### config.mk
export PLATFORM = sky130hd
export DESIGN_NAME = alu_sru_seq
export DESIGN_NICKNAME = d
export VERILOG_FILES = /design/src/rtl/alu_sru_seq_pkg.sv /design/src/rtl/alu_sru_seq_step_counter.sv /design/src/rtl/alu_sru_seq.sv
export SDC_FILE = /design/constraint.sdc
export NUM_CORES = 1
export LEC_CHECK = 0
export BUFFER_PORTS_ARGS = -buffer_cell sky130_fd_sc_hd__buf_2
export CORE_UTILIZATION = 29
export DETAILED_ROUTE_END_ITERATION = 8
export RECOVER_POWER = 25
export SETUP_SLACK_MARGIN = 0.2
export SLEW_MARGIN = 20
export SYNTH_ARGS = -nofsm -noshare
export SYNTH_HDL_FRONTEND = slang
export SYNTH_SLANG_ARGS = --single-unit
### constraint.sdc
create_clock -name clk2 -period 2 [get_ports clk2]
set_input_delay 0.6 -clock clk2 [delete_from_list [all_inputs] [get_ports clk2]]
set_output_delay 0.6 -clock clk2 [all_outputs]
set_load 0.01 [all_outputs]
### src/rtl/alu_sru_seq_pkg.sv
// Shared state encodings and default distance width for the SRU step sequencer.
package alu_sru_seq_pkg;

  typedef enum logic [1:0] {
    ST_IDLE  = 2'b00,
    ST_SHIFT = 2'b01,
    ST_DONE  = 2'b10
  } sru_state_t;

  localparam int DIST_W_DEF = 4;

endpackage

### src/rtl/alu_sru_seq_step_counter.sv
// Loadable down-counter of remaining SRU steps; clear beats load beats decrement.
// Single-cycle update, no flow control; is_one flags the final step.
module sru_step_counter #(
  parameter int W = 5
) (
  input  logic         clk2,
  input  logic         reset,
  input  logic         clr,
  input  logic         load,
  input  logic [W-1:0] load_val,
  input  logic         dec,
  output logic [W-1:0] count,
  output logic         is_one
);

  localparam logic [W-1:0] ONE = {{(W-1){1'b0}}, 1'b1};

  always_ff @(posedge clk2) begin
    if (reset || clr) begin
      count <= '0;
    end else if (load) begin
      count <= load_val;
    end else if (dec) begin
      count <= count - ONE;
    end
  end

  assign is_one = (count == ONE);

endmodule

### src/rtl/alu_sru_seq.sv
// Sequencer for the serial shift/rotate unit: latches an op, then one step per clk2 for N cycles, then a done pulse.
// Steps start the cycle after accept; the control unit is stalled (nwait low) while steps remain.
module alu_sru_seq
  import alu_sru_seq_pkg::*;
#(
  parameter int DIST_W      = DIST_W_DEF,
  parameter int ZERO_IS_MAX = 0
) (
  input  logic              clk2,
  input  logic              reset,
  input  logic              req,
  input  logic              abort,
  input  logic              op_arithmetic,
  input  logic              op_rotate,
  input  logic              op_right,
  input  logic [DIST_W-1:0] op_dist,
  output logic              sru_arithmetic,
  output logic              sru_rotate,
  output logic              sru_right,
  output logic              step,
  output logic              fl_we,
  output logic              busy,
  output logic              done,
  output logic              nwait,
  output logic [DIST_W:0]   remaining
);

  sru_state_t      state;
  sru_state_t      state_nxt;
  sru_state_t      start_state;
  logic [DIST_W:0] step_cnt;
  logic            accept;
  logic            is_one;

  // Distance 0 optionally stands for the full 2^DIST_W run.
  always_comb begin
    step_cnt = {1'b0, op_dist};
    if ((ZERO_IS_MAX != 0) && (op_dist == '0)) begin
      step_cnt = {1'b1, {DIST_W{1'b0}}};
    end
  end

  assign start_state = (step_cnt == '0) ? ST_DONE : ST_SHIFT;
  assign accept      = req && !abort && ((state == ST_IDLE) || (state == ST_DONE));

  always_ff @(posedge clk2) begin
    if (reset) begin
      state <= ST_IDLE;
    end else begin
      state <= state_nxt;
    end
  end

  always_comb begin
    state_nxt = state;
    case (state)
      ST_IDLE: begin
        if (accept) state_nxt = start_state;
      end
      ST_SHIFT: begin
        if (abort)       state_nxt = ST_IDLE;
        else if (is_one) state_nxt = ST_DONE;
      end
      ST_DONE: begin
        if (accept) state_nxt = start_state;
        else        state_nxt = ST_IDLE;
      end
      default: state_nxt = ST_IDLE;
    endcase
  end

  always_ff @(posedge clk2) begin
    if (reset) begin
      sru_arithmetic <= 1'b0;
      sru_rotate     <= 1'b0;
      sru_right      <= 1'b0;
    end else if (accept) begin
      sru_arithmetic <= op_arithmetic;
      sru_rotate     <= op_rotate;
      sru_right      <= op_right;
    end
  end

  sru_step_counter #(
    .W (DIST_W + 1)
  ) u_cnt (
    .clk2     (clk2),
    .reset    (reset),
    .clr      (abort),
    .load     (accept),
    .load_val (step_cnt),
    .dec      (state == ST_SHIFT),
    .count    (remaining),
    .is_one   (is_one)
  );

  // Strobes come from the state register only, never from req.
  assign step  = (state == ST_SHIFT);
  assign busy  = step;
  assign fl_we = step && sru_rotate;
  assign done  = (state == ST_DONE);
  assign nwait = !busy;

endmodule

==> results of run 1 <==
-- through the flow --
step	util	cells	power [mW]	hold WS, ps
after floorplan	-	61	0.265	474
after global placement	0.390	107	0.297	442
after detailed placement	0.390	107	0.297	448
after CTS	0.412	111	0.480	457
after global routing	0.417	113	0.505	475
final	0.417	113	0.473	458
-- sequential cells by signal, indices dropped and copies added (netlist names) --
name	cells
u_cnt.count	5
sru_arithmetic	1
sru_rotate	1
state	2
sru_right	1
-- layout make-up --
cell class              instances  area [um^2]
clock buffers                   4         36.3
inverters                       3         11.3
repair buffers                 25          128
flip-flops and latches         10          203
fillers                       203         1010
well taps                      25         31.3
multi-input cells              46          310
-- path summary, 6_finish.rpt --
check,startpoint,to,slack [ps],cells past startpoint
worst max-delay path,state[1],fl_we,270,3
worst max register to register,state[0],u_cnt.count[2],440,3
worst min register to register,sru_arithmetic,sru_arithmetic,460,2
worst min-delay path,sru_arithmetic,sru_arithmetic,460,2
-- routing by layer --
metal  vias to the layer above  global-route usage  wire [um]
met5                         -                   0          0
met4                         0              0.0909          0
met3                         0              0.0360         54
met2                        13               0.214        565
met1                       260               0.189        635
li1                        282                   -          -
-- cell families (layout without fill, tap and decap cells) --
| family | Yosys count | in the layout | synth area share |
|---|---|---|---|
| compound gates | 15 | 15 | 0.209 |
| fa+ha+maj | 2 | 2 | 0.0465 |
| simple gates | 29 | 29 | 0.330 |
| flops | 10 | 10 | 0.372 |
| buf+inv | 5 | 32 | 0.0419 |
-- power groups by stage --
stage          logic (mW)  clock network (mW)  registers (mW)
5_1_grt            0.0883               0.199           0.218
3_3_place_gp       0.0765                   0           0.220
3_5_place_dp       0.0763                   0           0.220
2_1_floorplan      0.0431                   0           0.222
6_report           0.0785               0.178           0.216
4_1_cts            0.0767               0.187           0.216
-- what timing repair did --
action,CTS,global route
hold buffers,0,0
hold endpoints to repair,0,0
gates resized for setup,1,1
endpoints found under the setup margin,1,2
setup buffers,0,2
-- placed cells by master, fill, tap and decap left out, types with 2 or more instances in the layout --
cell type	instances
sky130_fd_sc_hd__inv_1	2
sky130_fd_sc_hd__nand3b_1	2
sky130_fd_sc_hd__or4_1	2
sky130_fd_sc_hd__nor2_1	2
sky130_fd_sc_hd__dfxtp_1	8
sky130_fd_sc_hd__ha_1	2
sky130_fd_sc_hd__buf_4	2
sky130_fd_sc_hd__a2bb2oi_1	2
sky130_fd_sc_hd__dfxtp_2	2
sky130_fd_sc_hd__clkbuf_1	2
sky130_fd_sc_hd__or3_1	2
sky130_fd_sc_hd__nand2_1	7
sky130_fd_sc_hd__a21oi_1	6
sky130_fd_sc_hd__nand3_1	5
sky130_fd_sc_hd__buf_2	21
sky130_fd_sc_hd__clkbuf_4	3
-- worst max-delay path, delay by kind of cell, from the launching register on --
| family | cells | cell delay (ps) |
|---|---|---|
| AND/OR/NAND/NOR | 2 | 420 |
| buffers and inverters | 1 | 120 |
| flip-flops | 1 | 340 |
==> results list, run 1 <==
* Number of nets in the finished design: 102
- In the synthesized netlist the async set-or-reset flop fraction comes to 0.
- OpenSTA, run right after detailed placement, puts the worst setup slack at 138 ps.
* Largest voltage drop on the vdd net: 251 uV
* CTS H-Tree Depth: 1
- Total number of clock tree sinks: 10
* PD cells: 657 nW/um^2
- For this run, the top clock speed supported by timing is 0.577 GHz.
* Number of unique standard cell types used by synthesis: 30
- Chip height: about 45 um
* Combinational cell fraction of total power: 0.166
* Sequential cell area fraction in the yosys report: 0.372
- The floorplan has 15 rows.
- Number of antenna violations at the first check in global routing: 0
- Final weighted congestion in routability-driven placement: between 0.8 and 0.9
- In the routed design, unresolved DRC markers number 0.
- Chip Width: 45.1 um
* Number of enable flip-flop cells after synthesis: 0
* Global-route wire length before repair: 2.10 mm
* Reg power frac: 0.457
- Max-cap violations in this run came to 0.
- The total area inside the core boundary comes to 1730 um^2.
- Post-layout worst setup margin: 268 ps
- Critical path, cell by cell: and2b_4 > and2_1 > buf_2
- Maximum count of clock buffers along a single path: 2
* Count of input and output buffers: 23
* WS Path Type: flop to output port
* Placed cell area: ~670 um^2
- The final-report hold violation count is 0.
- Via count of the first global-routing pass: roughly 470
- TritonCTS built the clock tree.
- Clock period minus final worst setup slack: 1730 ps
* Net switching power: 0.118 mW
- Fraction of layout instances using a drive strength above 1: 0.386
- Via count: about 560
- Post-synth top flop: sky130_fd_sc_hd__dfxtp_1
- The final layout contains routed wiring with a total length of 1.26 mm.
- Setup repair after global routing missed its margin: no
- The number of pins exceeding their max-slew limit in the final report was 0.
- Count of antenna-violating nets left after detailed routing: 0
- Entering global routing, the biggest net connects 9 pins.
* Count leader, synth: sky130_fd_sc_hd__dfxtp_1
* Number of diodes: 0
- Averaged over all synthesized cells, the footprint is 8.82 um^2.
- Total Neg Setup Slack: 0 ps
- The first routing iteration left 8 violations.
- Of the total power, the share spent switching nets is 0.249.
- Clock latency on the worst-skew pair: 260 ps
- With fillers left out, the area of the finished cells amounts to 719 um^2.
- Vias per cell: 4.91
* CP startpoint kind: flop
- Placed wire-length estimate: 969 um
- CTS clock-pin slew for the worst setup and hold paths: 60 ps
- Summed over all layers, the global routing overflow is 0.
- Static power due to leakage: 0.303 nW
* Leading cell types by total area after synthesis: sky130_fd_sc_hd__dfxtp_1, sky130_fd_sc_hd__a21oi_1, sky130_fd_sc_hd__nand2_1
- At the worst endpoint, the required time is 1400 ps.
* Area fraction of the dominant cell type after synthesis: 0.372
* Slowest cell delay on critical path: 340 ps
- Before antenna repair, the detailed router went through 4 iterations.
- Register bit total from synthesis: 10
- From synthesis to final layout, the design area changed by 33.7%.
- Total CTS buffers: 3
* Tot GR Track Use: 0.146
- At the pin with the least slew margin, the transition time is slightly below 1000 ps.
- In the final routed layout, each cell accounts on average for 11.1 um.
- Worst Setup End Kind: output port
* Result of the run: finished, final reports clean
- Headroom to the max-slew limit came out at 0.350.
* Final critical-path share of the clock period: 0.866
* Clock root buffer: sky130_fd_sc_hd__clkbuf_4
- Setup-failing EPs final: 0
- Along the worst path, the maximum fanout reaches 7.
- Count of yosys warnings during synthesis: 0
* Clock share of power: 0.377
- The slowest stage of the critical path is the sky130_fd_sc_hd__dfxtp_2 cell.
* Fin Clk Skew: 0.389 ps
- Full die area: 2030 um^2
* Effective utilization at floorplan: 0.312
- Synthesis handed over a netlist of 61 instances.
- Endpoint arrival time on the critical path: 1130 ps
* Library cell with the largest summed area after synthesis: sky130_fd_sc_hd__dfxtp_1
- Synthesis produced a netlist with a net count of 74.
* I/O pin count: 24
- Summing every instance area after synthesis gives 538 um^2.
- The worst hold path belongs to the class flop to flop.
* Internal: between 0.3 and 0.4 mW
- Ranking of synthesized cells by instance count: sky130_fd_sc_hd__dfxtp_1, sky130_fd_sc_hd__nand2_1, sky130_fd_sc_hd__a21oi_1, sky130_fd_sc_hd__nand3_1
(Power assumes the default switching activity.)
==> run 2: changes to the inputs <==
--- a/config.mk
+++ b/config.mk
@@ -6,6 +6,7 @@
 export NUM_CORES = 1
 export LEC_CHECK = 0
 export BUFFER_PORTS_ARGS = -buffer_cell sky130_fd_sc_hd__buf_2
+export CORE_ASPECT_RATIO = 0.75
 export CORE_UTILIZATION = 29
 export DETAILED_ROUTE_END_ITERATION = 8
 export RECOVER_POWER = 25
==> run 2 against run 1 <==
Against the previous run: cell area decreased by 0.87%; count of clock-buffer cells in the layout unchanged; first-iteration DRC count increased by 75%.
==> results list, run 2 (synthesis results as in run 1) <==
* Result of the run: finished, final reports clean
* CTS H-Tree Depth: 1 (unchanged)
- The largest stage delay on the critical path is 370 ps (+30 ps).
- The top fanout value on the critical path is 7 (unchanged).
* Placed cell area: 677 um^2 (+0.56%)
- Pins over their slew limit: 0 (unchanged)
- The final cell utilization of the core was 0.410 (-0.00689).
- The clock insertion delay at the later pin of the skew report was 260 ps (about the same).
- The worst hold path terminates at sru_right.
* Fraction of layout instances using a drive strength above 1: 0.391 (+0.00444)
* WHS: 456 ps (-2.12 ps)
- Via count of the first global-routing pass: 415 (-11%)
- Setup repair after global routing missed its margin: no
* Family with the most delay on the worst path: simple AND/OR/NAND/NOR gates
- Total buffers and inverters traversed by the critical path: 1 (unchanged)
* Vias per cell: 5.06 (+3.1%)
* Max-cap check violation count: 0 (unchanged)
- Post-layout worst setup margin: 250 ps (-18.3 ps)
- The area of combinational cells with multiple inputs is 315 um^2 (+1.6%).
- Remaining design rule violation count: 0 (unchanged)
* Via count: 552 (-0.54%)
* Total congestion overflow: 0 (unchanged)
* Startpoint of the worst register-to-register path: u_cnt.count[0]
- Critical-path cell with the highest stage delay: sky130_fd_sc_hd__dfxtp_1
* Count of input and output buffers: 23 (unchanged)
- Number of antenna violations at the first check in global routing: 0 (unchanged)
- Placed wire-length estimate: 1.01 mm (+4.1%)
- The sum of routed wire length over all layers was 1.28 mm (+1.8%).
* Finished Cell Area: 713 um^2 (-0.87%)
* Worst slew margin relative to its limit: 0.744 (+0.394)
- The startpoint identified for the worst hold timing path is sru_right.
- The maximum vdd drop came to 448 uV (+79%).
* Worst Setup End Kind: output port
- The total area of sequential cells is 201 um^2 (-0.62%).
- Leaving out fill and tap cells, the most frequent cell in the layout is sky130_fd_sc_hd__buf_2.
* I/O pin count: 24 (unchanged)
- Chip height: 39.3 um (-13%)
- The wire length of the first global-routing pass was 1.88 mm (-11%).
- WS Path Type: flop to output port
- Initial drt markers: 14 (+6)
* Worst Reg-to-Reg Cells: 5 (+2)
- Total number of clock tree sinks: 10 (unchanged)
- Final std cells w/o fill: 109 (-3.5%)
* Area Overhead vs Synth: 32.6%
- Number of nets in the finished design: 101 (-0.98%)
- Core ar.: 1740 um^2 (+0.80%)
- Static power due to leakage: 0.304 nW (+0.20%)
* Chip Width: 51.7 um (+15%)
- CTS clock-pin slew for the worst setup and hold paths: 70 ps (about the same)
- CTS tree: done
- The final clock period utilization by the worst path came to 0.875 (+0.00913).
- Clock period minus final worst setup slack: 1750 ps (+18.3 ps)
* Fill cells: 190 (-6.4%)
* Max reg flops: 5 (unchanged)
* Critical R2R Capture: u_cnt.count[4]
- The final weighted congestion in routability-driven placement is 0.832 (-1.6%).
- The CTS buffer count was 3 (unchanged).
- Top library cells by usage in the layout, fill and taps aside: sky130_fd_sc_hd__buf_2, sky130_fd_sc_hd__dfxtp_1, sky130_fd_sc_hd__nand2_1
- Worst-margin pin slew: 379 ps (-595 ps)
- Fin Clk Skew: 0.623 ps (+0.234 ps)
* Effective utilization at floorplan: 0.309 (-0.00246)
- The setup TNS is 0 ps (unchanged).
- The area of the die is 2030 um^2 (about the same).
* Endpoint arrival time on the critical path: 1150 ps (+20 ps)
* Number of cell rows: 13 (-2)
* Top reg by flops: u_cnt.count
- Critical path, cell by cell: and2b_4 > and2_1 > buf_2
* Clock root buffer: sky130_fd_sc_hd__clkbuf_4
- The global routing usage summed across all routing layers is 0.138 (-0.00756).
- The number of instances in the placed design came to 105 (-1.9%).
* Crit path required time: 1400 ps (about the same)
* Hold Vio Cnt, Final: 0 (unchanged)
- The power per cell area was 667 nW/um^2 (+1.5%).
- Overall power consumption: 0.476 mW (+0.58%)
- Min-Delay Path Depth: 2 (unchanged)
- CP startpoint kind: flop
- The highest clock rate came to 0.571 GHz (-1.0%).
* Initial DRT Pass Iterations: 4 (unchanged)
* Pin count of the biggest net entering global routing: 9 (unchanged)
- The average wire per standard cell was 11.7 um (+5.6%).
- Maximum count of clock buffers along a single path: 2 (unchanged)
- The count of inserted antenna diode cells is 0 (unchanged).
- Biggest registers after layout: u_cnt.count x5, state x2
- Hold Path Class: flop to flop
* Setup-failing EPs final: 0 (unchanged)
- The pre-CTS setup slack came to 133 ps (-5.12 ps).
- Count of antenna-violating nets left after detailed routing: 0 (unchanged)
- The worst setup slack for register-to-register paths is 570 ps (+130 ps).
==> run 2: cell count changes in the layout (fill, tap and decap cells not counted), sizes merged <==
cell / delta
clkbuf: -1
==> run 2: worst max path at each step <==
stage,from,endpoint,cells past startpoint
2_1_floorplan,op_dist[2],state[1],3
3_3_place_gp,op_dist[2],state[1],4
3_5_place_dp,op_dist[2],state[1],4
4_1_cts,state[1],fl_we,3
5_1_grt,state[1],fl_we,3
6_report,state[1],fl_we,3
==> run 2: area by class of cell <==
cell class,count,share of cell area
tap,22,0.0386
sequential,10,0.282
timing repair buffer,24,0.170
multi-input combinational,46,0.442
clock buffer,4,0.0509
inverter,3,0.0158
==> run 2: repair_timing <==
action | in CTS | in global routing
hold buffers | 0 | 0
setup buffers | 0 | 0
setup endpoints to repair | 1 | 0
resized for setup | 1 | 0
==> run 2: routing by layer <==
| layer | GRT usage | wire length (um) |
|---|---|---|
| met5 | 0 | 0 |
| met4 | 0.0608 | 16 |
| met3 | 0.0736 | 82 |
| met2 | 0.188 | 538 |
| met1 | 0.177 | 642 |
==> run 2: where the power goes <==
part | switching [mW] | leakage (nW) | internal [mW] | total, mW
registers | 0.00863 | 0.0818 | 0.207 | 0.216
logic | 0.0415 | 0.201 | 0.0366 | 0.0781
clock network | 0.0708 | 0.0210 | 0.111 | 0.181
total | 0.121 | 0.304 | 0.355 | 0.476
==> run 2: worst min-delay path: cells and delay by family (launching register included) <==
kind | cells | cell delay [ps]
flops | 1 | 310
compound gates | 1 | 50
simple gates | 1 | 50
==> run 3: changes to the inputs <==
--- a/config.mk
+++ b/config.mk
@@ -6,9 +6,12 @@
 export NUM_CORES = 1
 export LEC_CHECK = 0
 export BUFFER_PORTS_ARGS = -buffer_cell sky130_fd_sc_hd__buf_2
+export CELL_PAD_IN_SITES_DETAIL_PLACEMENT = 0
+export CELL_PAD_IN_SITES_GLOBAL_PLACEMENT = 2
 export CORE_ASPECT_RATIO = 0.75
-export CORE_UTILIZATION = 29
+export CORE_UTILIZATION = 24
 export DETAILED_ROUTE_END_ITERATION = 8
+export PLACE_DENSITY_LB_ADDON = 0.1
 export RECOVER_POWER = 25
 export SETUP_SLACK_MARGIN = 0.2
 export SLEW_MARGIN = 20
==> run 3 against run 2 <==
Against the previous run: the flow now finishes with violations (design-rule violations); die area increased by 20%; sequential power about the same; non-clock buffer count increased by 2; critical path type unchanged; highest routed layer unchanged; clock skew increased by 1.6 ps; critical path depth unchanged; largest cell class unchanged.
==> results list, run 3 (synthesis results as in run 1) <==
- Global-route wire length before repair: 2.46 mm (+31%)
* Chip height: 43.0 um (+9.4%)
- The data arrival at the endpoint of the critical path is 1140 ps (about the same).
* Fill cells: 234 (+23%)
- The final weighted congestion in routability-driven placement is 0.770 (-7.4%).
- Count of antenna-violating nets left after detailed routing: 0 (unchanged)
- Via count of the first global-routing pass: 498 (+20%)
* Worst Setup End Kind: output port
- Post-layout worst setup margin: 262 ps (+12.3 ps)
* Remaining design rule violation count: 6 (+6)
- The worst-case clock skew came to 2.19 ps (+1.56 ps).
- The total area of sequential cells came to 203 um^2 (+0.62%).
- The worst-case clock buffer depth came to 2 (unchanged).
- Core ar.: 2070 um^2 (+19%)
- Routed wire length: 1.46 mm (+14%)
* Pins over their slew limit: 0 (unchanged)
- The final clock period utilization by the worst path is 0.869 (-0.00615).
* Result of the run: finished with violations
- The highest clock rate came to 0.575 GHz (+0.71%).
* CTS clock-pin slew for the worst setup and hold paths: 70 ps (about the same)
- In the layout the commonest cells are sky130_fd_sc_hd__buf_2, sky130_fd_sc_hd__dfxtp_1, sky130_fd_sc_hd__nand2_1.
- Hold Vio Cnt, Final: 0 (unchanged)
- The critical path is of the flop to output port type.
* Effective utilization at floorplan: 0.260 (-0.0488)
- The number of rows in the core area is 14 (+1).
- Fraction of layout instances using a drive strength above 1: 0.416 (+0.0249)
- The number of nets at the end of the flow came to 103 (+2.0%).
- The top fanout value on the critical path was 7 (unchanged).
- Total Neg Setup Slack: 0 ps (unchanged)
- The worst slew margin relative to its limit is 0.749 (+0.00484).
- The number of max-cap violations came to 0 (unchanged).
* Biggest registers after layout: u_cnt.count x5, state x2
- The worst setup path is launched from a flop.
- Total CTS buffers: 3 (unchanged)
- Pin count of the biggest net entering global routing: 9 (unchanged)
- The width of the die is 56.7 um (+9.5%).
- Minimum setup slack after placement: 139 ps (+6.46 ps)
- CTS H-Tree Depth: 1 (unchanged)
- Placed wire-length estimate: 1.09 mm (+8.3%)
- The flip-flop count of the largest register after layout came to 5 (unchanged).
- The I/O pin total came to 24 (unchanged).
* Crit path required time: 1400 ps (about the same)
- Largest voltage drop on the vdd net: 275 uV (-39%)
- Initial drt markers: 17 (+3)
- Full die area: 2440 um^2 (+20%)
* Via count: 561 (+1.6%)
* Total congestion overflow: 0 (unchanged)
* Tot GR Track Use: 0.143 (+0.00460)
* Initial DRT Pass Iterations: 8 (+4)
- The register with the most flip-flops in the final layout is u_cnt.count.
- Critical path, cell by cell: and2b_4 > and2_1 > buf_2
- Area of the multi-input gates: 315 um^2 (unchanged)
- Area Overhead vs Synth: 36.0%
- TritonCTS built the clock tree.
- Clock period minus final worst setup slack: 1740 ps (-12.3 ps)
- The final reports fail on design-rule violations.
- Setup repair after global routing missed its margin: no
* Number of antenna violations at the first check in global routing: 0 (unchanged)
* Static power due to leakage: 0.315 nW (+3.7%)
- Total number of clock tree sinks: 10 (unchanged)
- Clock root buffer: sky130_fd_sc_hd__clkbuf_4
- The number of I/O port buffers is 23 (unchanged).
- Hold Path Class: flop to flop
- The average wire per standard cell came to 12.9 um (+10%).
- The count of inserted antenna diode cells is 0 (unchanged).
- The final setup violation count was 0 (unchanged).
- The largest stage delay on the critical path came to 330 ps (-40 ps).
- Vias per cell: 4.96 (-2.0%)
- Worst-margin pin slew: 371 ps (-7.15 ps)
* PD cells: 665 nW/um^2 (-0.20%)
* Clock latency on the worst-skew pair: 270 ps (about the same)
- Leading cell type in the layout, fill and taps excluded: sky130_fd_sc_hd__buf_2
- Critical-path cell with the highest stage delay: sky130_fd_sc_hd__dfxtp_2
run 3: power breakdown:
group,internal (mW),switching [mW]
sequential,0.207,0.00861
combinational,0.0382,0.0432
clock,0.111,0.0789
run 3: layer usage:
layer | vias to the layer above | global-route usage | routed length, um
met2 | 18 | 0.188 | 580
met1 | 256 | 0.184 | 723
met3 | 5 | 0.0671 | 120
met5 | - | 0 | 0
met4 | 0 | 0.0900 | 33
li1 | 282 | - | -
run 3: through the flow:
stage / power (mW) / cell area, um^2 / utilization / std cells / hold slack [ps]
3_3_place_gp: 0.303 / 679 / 0.329 / 107 / 446
6_report: 0.487 / 732 / 0.354 / 113 / 455
2_1_floorplan: 0.265 / 538 / - / 61 / 474
4_1_cts: 0.492 / 717 / 0.347 / 111 / 460
5_1_grt: 0.519 / 732 / 0.354 / 113 / 494
3_5_place_dp: 0.301 / 679 / 0.329 / 107 / 449
run 3: final timing paths:
| check | startpoint | endpoint | slack, ps | cells after the start |
|---|---|---|---|---|
| worst max-delay path | state[1] | fl_we | 260 | 3 |
| worst min-delay path | sru_right | sru_right | 460 | 2 |
| worst max register to register | u_cnt.count[0] | u_cnt.count[4] | 540 | 5 |
| worst min register to register | sru_right | sru_right | 460 | 2 |
run 3: layout make-up:
class,instances,area share
tap,24,0.0410
clock buffer,4,0.0496
inverter,3,0.0154
sequential,10,0.277
multi-input combinational,46,0.431
timing repair buffer,26,0.186
run 3: worst max-delay path, delay by kind of cell (launching register included):
kind / cells / cell delay, ps
simple gates: 2 / 420
flops: 1 / 330
buf+inv: 1 / 120
run 3: what timing repair did:
item | CTS | global route
gates resized for setup | 1 | 1
hold buffers | 0 | 0
setup buffers | 0 | 2
setup endpoints to repair | 2 | 2
